`config.mk`:
```
export PLATFORM = sky130hd
export DESIGN_NAME = ptw_mem_responder
export DESIGN_NICKNAME = d
export VERILOG_FILES = /design/src/rtl/ptw_mem_responder.sv
export SDC_FILE = /design/constraint.sdc
export NUM_CORES = 1
export LEC_CHECK = 0
export CAP_MARGIN = 25
export CORE_MARGIN = 2
export CORE_UTILIZATION = 44
export DETAILED_ROUTE_END_ITERATION = 10
export PLACE_DENSITY = 0.85
export SLEW_MARGIN = 30
export SYNTH_ARGS = -nofsm -noshare
export SYNTH_HDL_FRONTEND = slang
export SYNTH_SLANG_ARGS = --single-unit
```
`constraint.sdc`:
```
create_clock -name clk_i -period 5.1 [get_ports clk_i]
set_input_delay 0.51 -clock clk_i [delete_from_list [all_inputs] [get_ports clk_i]]
set_output_delay 0.51 -clock clk_i [all_outputs]
set_load 0.01 [all_outputs]
```
`src/rtl/ptw_mem_responder.sv`:
```
// rtl/ptw_mem_responder.sv - page-table-walker read port bridged onto a single-outstanding backing memory
module ptw_mem_responder #(
  parameter int INDEX_WIDTH = 12,
  parameter int TAG_WIDTH   = 44,
  parameter int DATA_WIDTH  = 64
) (
  input  logic                           clk_i,
  input  logic                           rst_i,
  input  logic                           data_req_i,
  input  logic                           data_we_i,
  input  logic [INDEX_WIDTH-1:0]         address_index_i,
  input  logic [TAG_WIDTH-1:0]           address_tag_i,
  input  logic                           tag_valid_i,
  input  logic                           kill_req_i,
  output logic                           data_gnt_o,
  output logic                           data_rvalid_o,
  output logic [DATA_WIDTH-1:0]          data_rdata_o,
  output logic                           mem_req_o,
  output logic [TAG_WIDTH+INDEX_WIDTH-1:0] mem_addr_o,
  input  logic                           mem_gnt_i,
  input  logic                           mem_rvalid_i,
  input  logic [DATA_WIDTH-1:0]          mem_rdata_i,
  output logic                           protocol_err_o,
  output logic [31:0]                    resp_count_o
);

  localparam int AW = TAG_WIDTH + INDEX_WIDTH;
  // Walker fetches are doubleword-aligned, so the low byte-offset bits are dropped.
  localparam logic [AW-1:0] ADDR_MASK = ~AW'(7);

  typedef enum logic [2:0] {
    IDLE,
    WAIT_TAG,
    MEM_REQ,
    MEM_WAIT,
    DRAIN
  } state_e;

  state_e                  state_q, state_d;
  logic [INDEX_WIDTH-1:0]  index_q;
  logic [TAG_WIDTH-1:0]    tag_q;
  logic [DATA_WIDTH-1:0]   rdata_q;
  logic                    rvalid_q;
  logic [31:0]             resp_count_q;
  logic                    capture_index;
  logic                    capture_tag;
  logic                    deliver;

  always_comb begin
    state_d        = state_q;
    data_gnt_o     = 1'b0;
    mem_req_o      = 1'b0;
    protocol_err_o = 1'b0;
    capture_index  = 1'b0;
    capture_tag    = 1'b0;
    deliver        = 1'b0;
    case (state_q)
      IDLE: begin
        if (data_req_i) begin
          if (data_we_i) begin
            protocol_err_o = 1'b1;
          end else begin
            data_gnt_o    = 1'b1;
            capture_index = 1'b1;
            state_d       = WAIT_TAG;
          end
        end
      end
      WAIT_TAG: begin
        if (kill_req_i) begin
          state_d = IDLE;
        end else if (tag_valid_i) begin
          capture_tag = 1'b1;
          state_d     = MEM_REQ;
        end else begin
          protocol_err_o = 1'b1;
          state_d        = IDLE;
        end
      end
      MEM_REQ: begin
        mem_req_o = 1'b1;
        if (mem_gnt_i) begin
          state_d = kill_req_i ? DRAIN : MEM_WAIT;
        end else if (kill_req_i) begin
          state_d = IDLE;
        end
      end
      MEM_WAIT: begin
        // A granted read is still in flight after a kill; wait it out in DRAIN.
        if (kill_req_i) begin
          state_d = mem_rvalid_i ? IDLE : DRAIN;
        end else if (mem_rvalid_i) begin
          deliver = 1'b1;
          state_d = IDLE;
        end
      end
      DRAIN: begin
        if (mem_rvalid_i) begin
          state_d = IDLE;
        end
      end
      default: state_d = IDLE;
    endcase
  end

  always_ff @(posedge clk_i) begin
    if (rst_i) begin
      state_q      <= IDLE;
      index_q      <= '0;
      tag_q        <= '0;
      rdata_q      <= '0;
      rvalid_q     <= 1'b0;
      resp_count_q <= '0;
    end else begin
      state_q  <= state_d;
      rvalid_q <= deliver;
      if (capture_index) begin
        index_q <= address_index_i;
      end
      if (capture_tag) begin
        tag_q <= address_tag_i;
      end
      if (deliver) begin
        rdata_q      <= mem_rdata_i;
        resp_count_q <= resp_count_q + 32'd1;
      end
    end
  end

  assign mem_addr_o    = {tag_q, index_q} & ADDR_MASK;
  assign data_rvalid_o = rvalid_q;
  assign data_rdata_o  = rdata_q;
  assign resp_count_o  = resp_count_q;

endmodule

```
==> impl_metrics.env <==
export IMPL_antenna_found_initial=1
export IMPL_synth_edff_count=0
export IMPL_wl_um=17500
export IMPL_rr_startpoint="state_q[1]$_SDFFE_PP0P_"
export IMPL_grt_overflow_total=0
export IMPL_cp_max_fo=9
export IMPL_vdd_drop_max_v=0.000263
export IMPL_num_rows=42
export IMPL_place_hpwl_um=11900
export IMPL_finalCriticalPeriod_ns=2.59
export IMPL_rsz0062_at_grt="no"
export IMPL_num_io_pins=284
export IMPL_yosys_warnings=0
export IMPL_cts_buffers=17
export IMPL_hold_buffers=0
export IMPL_maxClockFrequency_mhz=386
export IMPL_synth_cell_area_mm2=0.00599
export IMPL_routedWlPerCell_um=14.9
export IMPL_min_from="tag_q[6]$_SDFFE_PP0P_"
export IMPL_setup_viol=0
export IMPL_syn_avg_cell_area_um2=8.14
export IMPL_worstPathRequired_ns=4.59
export IMPL_core_region_area_mm2=0.0132
export IMPL_viasPerCell=5.06
export IMPL_first_iter_violations=424
export IMPL_crit_start="kill_req_i"
export IMPL_tightest_slew_ns=0.803
export IMPL_finalCritPeriodShare_pct=50.9
export IMPL_cts_sinks=153
export IMPL_fin_ws_ns=2.51
export IMPL_design_area_mm2=0.00941
export IMPL_placed_area_mm2=0.00877
export IMPL_arrival_ns=2.08
export IMPL_synth_ff_type="dfxtp_1"
export IMPL_r2r_slack_ns=2.64
export IMPL_floorplan_initialDensity_pct=45.2
export IMPL_track_usage_pct=23.5
export IMPL_cp_end_kind="primary output"
export IMPL_fin_nets=1112
export IMPL_synth_area_leaders="dfxtp_1, nand2_1, a21oi_1, nor2_1, clkbuf_1"
export IMPL_maxCapViolCount=0
export IMPL_ys_types=44
export IMPL_antenna_left=0
export IMPL_synth_seq_cells=153
export IMPL_drive_gt1_share_pct=5.22
export IMPL_portBuffers=277
export IMPL_async_reset_ff_share_pct=0
export IMPL_gp_congestion=0.767
export IMPL_cts_tree="done"
export IMPL_grt_pass1_wl_um=27100
export IMPL_fin_skew_ns=0.00765
export IMPL_post_synth_top_area_fraction_pct=51.1
export IMPL_clockBufferDepth=2
export IMPL_drt_pass1_iterations=5
export IMPL_die_w_um=121
export IMPL_cts_root_buf="clkbuf_16"
export IMPL_relSlewSlack_pct=46.4
export IMPL_status="complete, no violations"
export IMPL_post_cts_resize_count=0
export IMPL_synth_common_cells="nand2_1, dfxtp_1, a21oi_1"
export IMPL_tns_ns=0
export IMPL_htreeDepth=4
export IMPL_n_antenna_cell=0
export IMPL_cts_setup_buffers=0
export IMPL_dpl_worst_slack_ns=2.06
export IMPL_die_h_um=121
export IMPL_slew_violations=0
export IMPL_vias=5934
export IMPL_synth_largest_area_cell="dfxtp_1"
export IMPL_synthCells=736
export IMPL_hold_violations=0
export IMPL_syn2layout_area_growth_pct=57.1
export IMPL_hp_class="flip-flop to flip-flop"
export IMPL_leakage_uw=0.00320
export IMPL_critPathKind="input pin to primary output"
export IMPL_drc=0
export IMPL_power_density_mw_per_mm2=295
export IMPL_grt_max_degree=106
export IMPL_ys_seq_area_share_pct=51.1
export IMPL_path_clk_slew_ns=0.06
export IMPL_insertion_delay_ns=0.42
export IMPL_yosysMostFrequentCell="nand2_1"
export IMPL_die_area_mm2=0.0146
export IMPL_grt_pass1_vias=5620
export IMPL_cp_start_kind="input pin"
registers in the layout, summed over array words and instances (netlist names):
name           count
state_q            3
tag_q             44
resp_count_o      32
index_q            9
data_rvalid_o      1
data_rdata_o      64
cells in the final DEF (no fill, tap or decap), types with 5 or more instances in the layout:
cell type,count
nor2b_1,10
nor4_1,11
nand3_1,12
nand2_1,227
dfxtp_1,153
a21oi_1,126
o31ai_1,10
mux2_1,7
nand4_1,9
or4_1,11
buf_4,7
clkdlybuf4s50_1,276
mux2i_1,10
nor2_1,34
bufinv_16,5
inv_1,5
xor2_1,6
o21ai_0,5
clkbuf_16,17
kinds of logic after synthesis:
family          synth area share, %
mux                            3.55
other cells                  0.0626
fa+ha+maj                     0.209
compound gates                 12.6
buf+inv                        5.24
flops                          51.1
xor+xnor                       1.02
simple gates                   26.2
path summary, 6_finish.rpt:
path         cells past startpoint                            end
max                              5                 protocol_err_o
min                              2          tag_q[6]$_SDFFE_PP0P_
max reg2reg                      5  data_rdata_o[52]$_SDFFE_PP0P_
min reg2reg                      2          tag_q[6]$_SDFFE_PP0P_
area by class of cell:
class,instances,area [um2]
sequential,153,3060
inverter,5,18.8
clock buffer,19,443
multi-input combinational,522,2640
tap,176,220
clock inverter,13,200
timing repair buffer,284,2830
fill,1048,3830
critical path: stages:
cell and delay [ns]:
clkdlybuf4s50_1 0.57, nor2_1 0.17, a21oi_1 0.08, nor3_1 0.17, clkdlybuf4s50_1 0.59
stage by stage:
step / std cells / power [uW] / hold WS (ns) / util (%)
2_1_floorplan: 738 / 1300 / 0.481 / -
4_1_cts: 1172 / 2800 / 0.453 / 71.1
3_3_place_gp: 1139 / 1430 / 0.440 / 66.1
3_5_place_dp: 1140 / 1430 / 0.445 / 66.2
6_report: 1172 / 2780 / 0.450 / 71.1
5_1_grt: 1172 / 2860 / 0.469 / 71.1
where the power goes:
group	switching, uW	internal, uW
Sequential	9.06	1210
Clock	492	877
Combinational	69.7	120
layer usage:
metal | vias to the layer above | routed length, um | GRT usage, % | part of all wire, %
li1 | 2957 | - | - | -
met3 | 30 | 1690 | 10.4 | 9.7
met5 | - | 0 | 0 | 0
met4 | 0 | 341 | 8.79 | 1.9
met1 | 2701 | 6780 | 25.5 | 39
met2 | 246 | 8700 | 40.3 | 50
Power figures use the tool's default switching activity.
